## src/rtl/clk_div_pkg.sv

```systemverilog
// Shared types for the integer-ratio clock divider: output level state and phase-length helper.
`timescale 1ns/1ps
package clk_div_pkg;

   localparam int CLK_DIV_WIDTH_DEF = 8;

   typedef enum logic {
      LVL_LOW  = 1'b0,
      LVL_HIGH = 1'b1
   } lvl_e;

   // Odd ratios put the extra reference cycle in the LOW phase.
   function automatic int unsigned phase_len_f(input int unsigned ratio, input lvl_e lvl);
      int unsigned half;
      half = ratio >> 1;
      if (lvl == LVL_LOW)
         return half + (ratio & 32'd1);
      return half;
   endfunction

endpackage

```

## src/rtl/clk_div_cnt.sv

```systemverilog
// Enable-gated phase counter; tc is asserted combinationally in the last cycle of a phase.
// Counter is held at zero while run is low; >= compare ends a phase early if len shrinks.
`timescale 1ns/1ps
module clk_div_cnt #(
   parameter int WIDTH = 8
) (
   input  logic             clk,
   input  logic             rst,
   input  logic             run,
   input  logic [WIDTH-1:0] len,
   output logic             tc
);

   logic [WIDTH-1:0] cnt;

   assign tc = run & (cnt >= (len - WIDTH'(1)));

   always_ff @(posedge clk or posedge rst) begin
      if (rst)
         cnt <= '0;
      else if (!run || tc)
         cnt <= '0;
      else
         cnt <= cnt + WIDTH'(1);
   end

endmodule

```

## src/rtl/clk_div.sv

```systemverilog
// Integer-ratio clock divider; output is a registered toggle in divide mode, the reference clock otherwise.
// First rising edge of the divided clock lands on the ceil(N/2)-th reference edge after entering divide mode.
`timescale 1ns/1ps
module clk_div
   import clk_div_pkg::*;
#(
   parameter int WIDTH = CLK_DIV_WIDTH_DEF
) (
   input  logic             i_ref_clk,
   input  logic             i_rst,
   input  logic             i_clk_en,
   input  logic [WIDTH-1:0] i_div_ratio,
   output logic             o_div_clk
);

   logic             div_active;
   logic             tc;
   logic             div_tgl;
   lvl_e             div_lvl;
   logic [WIDTH-1:0] phase_len;

   assign div_active = i_clk_en & (i_div_ratio >= WIDTH'(2));
   assign phase_len  = WIDTH'(phase_len_f(32'(i_div_ratio), div_lvl));

   clk_div_cnt #(
      .WIDTH (WIDTH)
   ) u_cnt (
      .clk (i_ref_clk),
      .rst (i_rst),
      .run (div_active),
      .len (phase_len),
      .tc  (tc)
   );

   always_ff @(posedge i_ref_clk or posedge i_rst) begin
      if (i_rst)
         div_lvl <= LVL_LOW;
      else if (!div_active)
         div_lvl <= LVL_LOW;
      else if (tc)
         div_lvl <= (div_lvl == LVL_LOW) ? LVL_HIGH : LVL_LOW;
   end

   assign div_tgl = (div_lvl == LVL_HIGH);

   // Only combinational path from the reference clock to the output.
   assign o_div_clk = div_active ? div_tgl : i_ref_clk;

endmodule

```

## config.mk

```make
export PLATFORM = sky130hd
export DESIGN_NAME = clk_div
export DESIGN_NICKNAME = d
export VERILOG_FILES = /design/src/rtl/clk_div_pkg.sv /design/src/rtl/clk_div_cnt.sv /design/src/rtl/clk_div.sv
export SDC_FILE = /design/constraint.sdc
export NUM_CORES = 1
export LEC_CHECK = 0
export CORE_ASPECT_RATIO = 0.8
export CORE_UTILIZATION = 35
export DETAILED_ROUTE_END_ITERATION = 8
export SLEW_MARGIN = 30
export SYNTH_ARGS = -nofsm -noshare
export SYNTH_HDL_FRONTEND = slang
export SYNTH_SLANG_ARGS = --single-unit
```

## constraint.sdc

```tcl
create_clock -name i_ref_clk -period 7.5 [get_ports i_ref_clk]
set_input_delay 1.5 -clock i_ref_clk [delete_from_list [all_inputs] [get_ports i_ref_clk]]
set_output_delay 1.5 -clock i_ref_clk [all_outputs]
set_load 0.1 [all_outputs]
```

* After elaboration in Yosys (flattened, before gate mapping) *
Index checks and enable logic that the tools add are counted.

operators by class
  add/subtract/negate cells = 3
  order comparisons = 2
  eq/ne operators = 1
  mux-type cells = 6
  bitwise operators = 2
  reduce and logical (&&, ||, !) cells = 2

operators by type and width
  kind                                                                    number
  8-bit 2-to-1 mux                                                        2
  7-bit by 1-bit adder with 8-bit output                                  1
  8-bit by 1-bit adder with 8-bit output (second input constant)          1
  8-bit by 2-bit >= comparator with 1-bit output (second input constant)  1
  8-bit >= comparator                                                     1
  8-bit by 1-bit subtractor with 8-bit output (second input constant)     1
  1-bit 2-to-1 mux                                                        4
  1-bit AND                                                               2
  2-bit by 1-bit != test with 1-bit output (second input constant)        1
  1-bit zero test                                                         1
  1-bit logical OR                                                        1

storage, ports and cells
  bits in registers = 9
  output and inout bits = 1
  logic and storage cells = 18

* Longest topological paths before layout *
  word-level depth = 7
  mapped depth = 15
  gate-level depth less buffers = 15

* By module *
From an unflattened synthesis, not the netlist that was laid out.

second synthesis, totals
  cells, all modules = 101
  area total of the unflattened synthesis = 935.9 µm²

by module, submodules not included
  module       times used  cells each  area each (µm²)
  clk_div_cnt  1           70          676.9
  clk_div      1           31          259.0

==> summary.txt <==
Min path
  • Hold Startpoint: u_cnt.cnt[7]$_DFF_PP0_
  • Hold Path Class: reg2reg
  • Hold Path End: u_cnt.cnt[7]$_DFF_PP0_
  • Cell count of the worst hold path: 2

Placed design
  • GP Congestion: ~0.74
  • Port Buffers: 11
  • DP Cell Count: around 150
  • HPWL Detailed: roughly 1600 um
  • Placed cell area: 1120 um^2

STA
  • Worst Clk Skew: between 0.005 and 0.006 ns
  • WHS: 0.555 ns
  • Hold Vio Cnt, Final: 0
  • Setup TNS: 0 ns
  • Finish-stage setup viols: 0
  • Worst-margin pin slew: ~0.97 ns
  • RSZ-0062 raised after global routing: no
  • Max Slew Vio Count: 0
  • Slew headroom: 35.0%

Worst setup path
  • Max stage delay on crit path: about 0.97 ns
  • WP data arrival: roughly 5.2 ns
  • Crit Reg-Reg Endpoint: div_lvl$_DFFE_PP0P_
  • Worst path slowest cell: clkdlybuf4s50_1
  • Critical-path cell list: clkbuf_4 -> clkbuf_4 -> mux2_2 -> clkdlybuf4s50_1
  • Crit path capture type: output port
  • Startpoint types: clock port
  • CP Class: clk2out
  • Worst r2r path cells: 12
  • Crit path top cell by count: clkbuf_4
  • Worst Path Required: 6.00 ns
  • CP max FO: 2
  • Bufs and invs on worst path: 3
  • Critical R2R Launch: div_lvl$_DFFE_PP0P_
  • CP delay by family, top: buffers and inverters
  • Worst reg2reg setup slack: 4.47 ns

CTS
  • Post-CTS Setup Inserts: 0
  • Clock latency on the worst-skew pair: about 0.38 ns
  • CTS tree: built
  • Hold_buf cts: 0
  • Clock Pin Slew Worst Setup and Hold Paths: 0.05 ns
  • # resized after CTS: 0

Synthesis
  • Seq/Total Area, Yosys: a little under a quarter
  • Synth Flop Type: dfrtp_1
  • Async S/R FF share, synth: between 90% and 100%
  • Yosys reg bits: 9
  • Post-Syn Area: roughly 980 um^2
  • Post-Syn Instances: between 100 and 150
  • Synthesized Nets: roughly 130
  • Post-synth EDFFs: 0
  • YS warnings: 0
  • Syn_area_per_cell: a little under 9 um^2
  • Library cells used by synthesis: 37

GRT
  • Gr ovfl total: 0
  • First-pass GRT wire length: approximately 3500 um
  • Gr usage total: between 15 and 20%
  • Largest net degree at the start of global routing: 10
  • Initial antenna violation count: 0
  • Vias in the first global route: 820

Cells and area
  • Antenna diodes: 0
  • Post-route insts no fill: approximately 160
  • Area delta synth->final: 19.4%
  • Share of layout cells above drive strength 1: between 10% and 20%
  • Finished Cell Area: 1160 um^2
  • Nets: 150
  • FILL cells: about 270

Floorplan
  • Number of I/O pins: 12
  • # rows: 16
  • Initial Utilization: between 30% and 40%
  • Die H: 49.2 um
  • Die Area: around 3000 um^2
  • Die X: 61.0 um
  • Core ar.: between 2000 and 3000 um^2

Detailed routing
  • Post-route ant nets: 0
  • First-pass detailed-route iteration total: 3
  • Drt wl/cell: 12.3 um
  • Post-Route WL: 1980 um
  • Vias per cell: roughly 5.1
  • First DRT Iteration DRCs: 14
  • Vias: a little over 800
  • DRC viols: 0

Power
  • Pwr/cell area: about 180 nW/um^2
  • Peak supply drop: approximately 0.17 mV
  • Static Leak: 0.000551 uW

Run status
  • Status: finished clean

Job
  • Max Cap Violations: 0
-- cell families after synthesis --
group	after synthesis	synth area share (%)
AO/OA/AOI/OAI	17	14.4
buffers and inverters	9	4.23
AND/OR/NAND/NOR	41	22.6
multiplexers	4	4.74
flip-flops	9	23.1
adder cells (fa/ha/maj)	13	16.7
XOR/XNOR	16	14.4
-- layer usage --
metal,global-route usage [%],share of wire [%],up-vias
li1,-,-,419
met1,20.8,52,385
met2,21.4,42,10
met3,6.90,3.4,6
met4,9.47,1.9,0
met5,0,0,-
-- power by group --
part	internal (uW)	switching, uW	total, uW
sequential	51.5	5.98	57.5
combinational	29.6	27.3	56.9
clock	46.1	49.7	95.8
-- area by class of cell --
cell class	instances	area [um^2]	area share, %
tap	36	45.0	3.87
sequential	9	225	19.3
multi-input combinational	91	709	60.9
inverter	7	26.3	2.26
clock buffer	8	58.8	5.05
timing repair buffer	10	100	8.59
-- worst min-delay path, cell delays in order (launching register included) --
cell	delay [ns]
dfrtp_1	0.37
xor2_1	0.07
nor2_1	0.07
-- worst max path at each step --
stage / start / endpoint / cells after the start
6_report: i_ref_clk / o_div_clk / 4
4_1_cts: i_ref_clk / o_div_clk / 4
5_1_grt: i_ref_clk / o_div_clk / 4
2_1_floorplan: i_ref_clk / o_div_clk / 1
3_3_place_gp: i_ref_clk / o_div_clk / 2
3_5_place_dp: i_ref_clk / o_div_clk / 2
-- sequential cells by signal, summed over array words and instances, names as in the netlist --
signal and count:
div_lvl 1, u_cnt.cnt 8
-- cell usage in the layout, fill, tap and decap left out, types with 2 or more instances in the layout --
cell | synthesis | routed
xor2_1 | 6 | 6
clkbuf_4 | 0 | 6
clkdlybuf4s50_1 | 0 | 11
nand2b_1 | 2 | 2
dfrtp_1 | 9 | 9
nand3_1 | 7 | 7
o21ai_0 | 2 | 2
ha_1 | 13 | 13
a21o_1 | 3 | 3
nand2_1 | 5 | 5
mux2i_1 | 2 | 2
o22a_1 | 2 | 2
xnor2_1 | 10 | 10
inv_1 | 7 | 7
nor2_1 | 12 | 12
a211oi_1 | 2 | 2
and3_1 | 5 | 5
-- through the flow --
stage | utilization [%] | power (uW) | setup WS, ns
final | 45.8 | 210 | 0.801
after floorplan | - | 129 | 1.78
after global placement | 43.9 | 149 | 1.05
after CTS | 45.8 | 215 | 0.781
after detailed placement | 43.9 | 152 | 1.05
after global routing | 45.8 | 226 | 0.775
-- cell usage after synthesis (3+ instances only) --
cell type / n / area (um^2)
a21o_1: 3 / 22.5
and3_1: 5 / 31.3
dfrtp_1: 9 / 225
ha_1: 13 / 163
inv_1: 7 / 26.3
nand2_1: 5 / 18.8
nand3_1: 7 / 35.0
nor2_1: 12 / 45.0
xnor2_1: 10 / 87.6
xor2_1: 6 / 52.6
No activity file was read; power rests on OpenSTA's default activity.
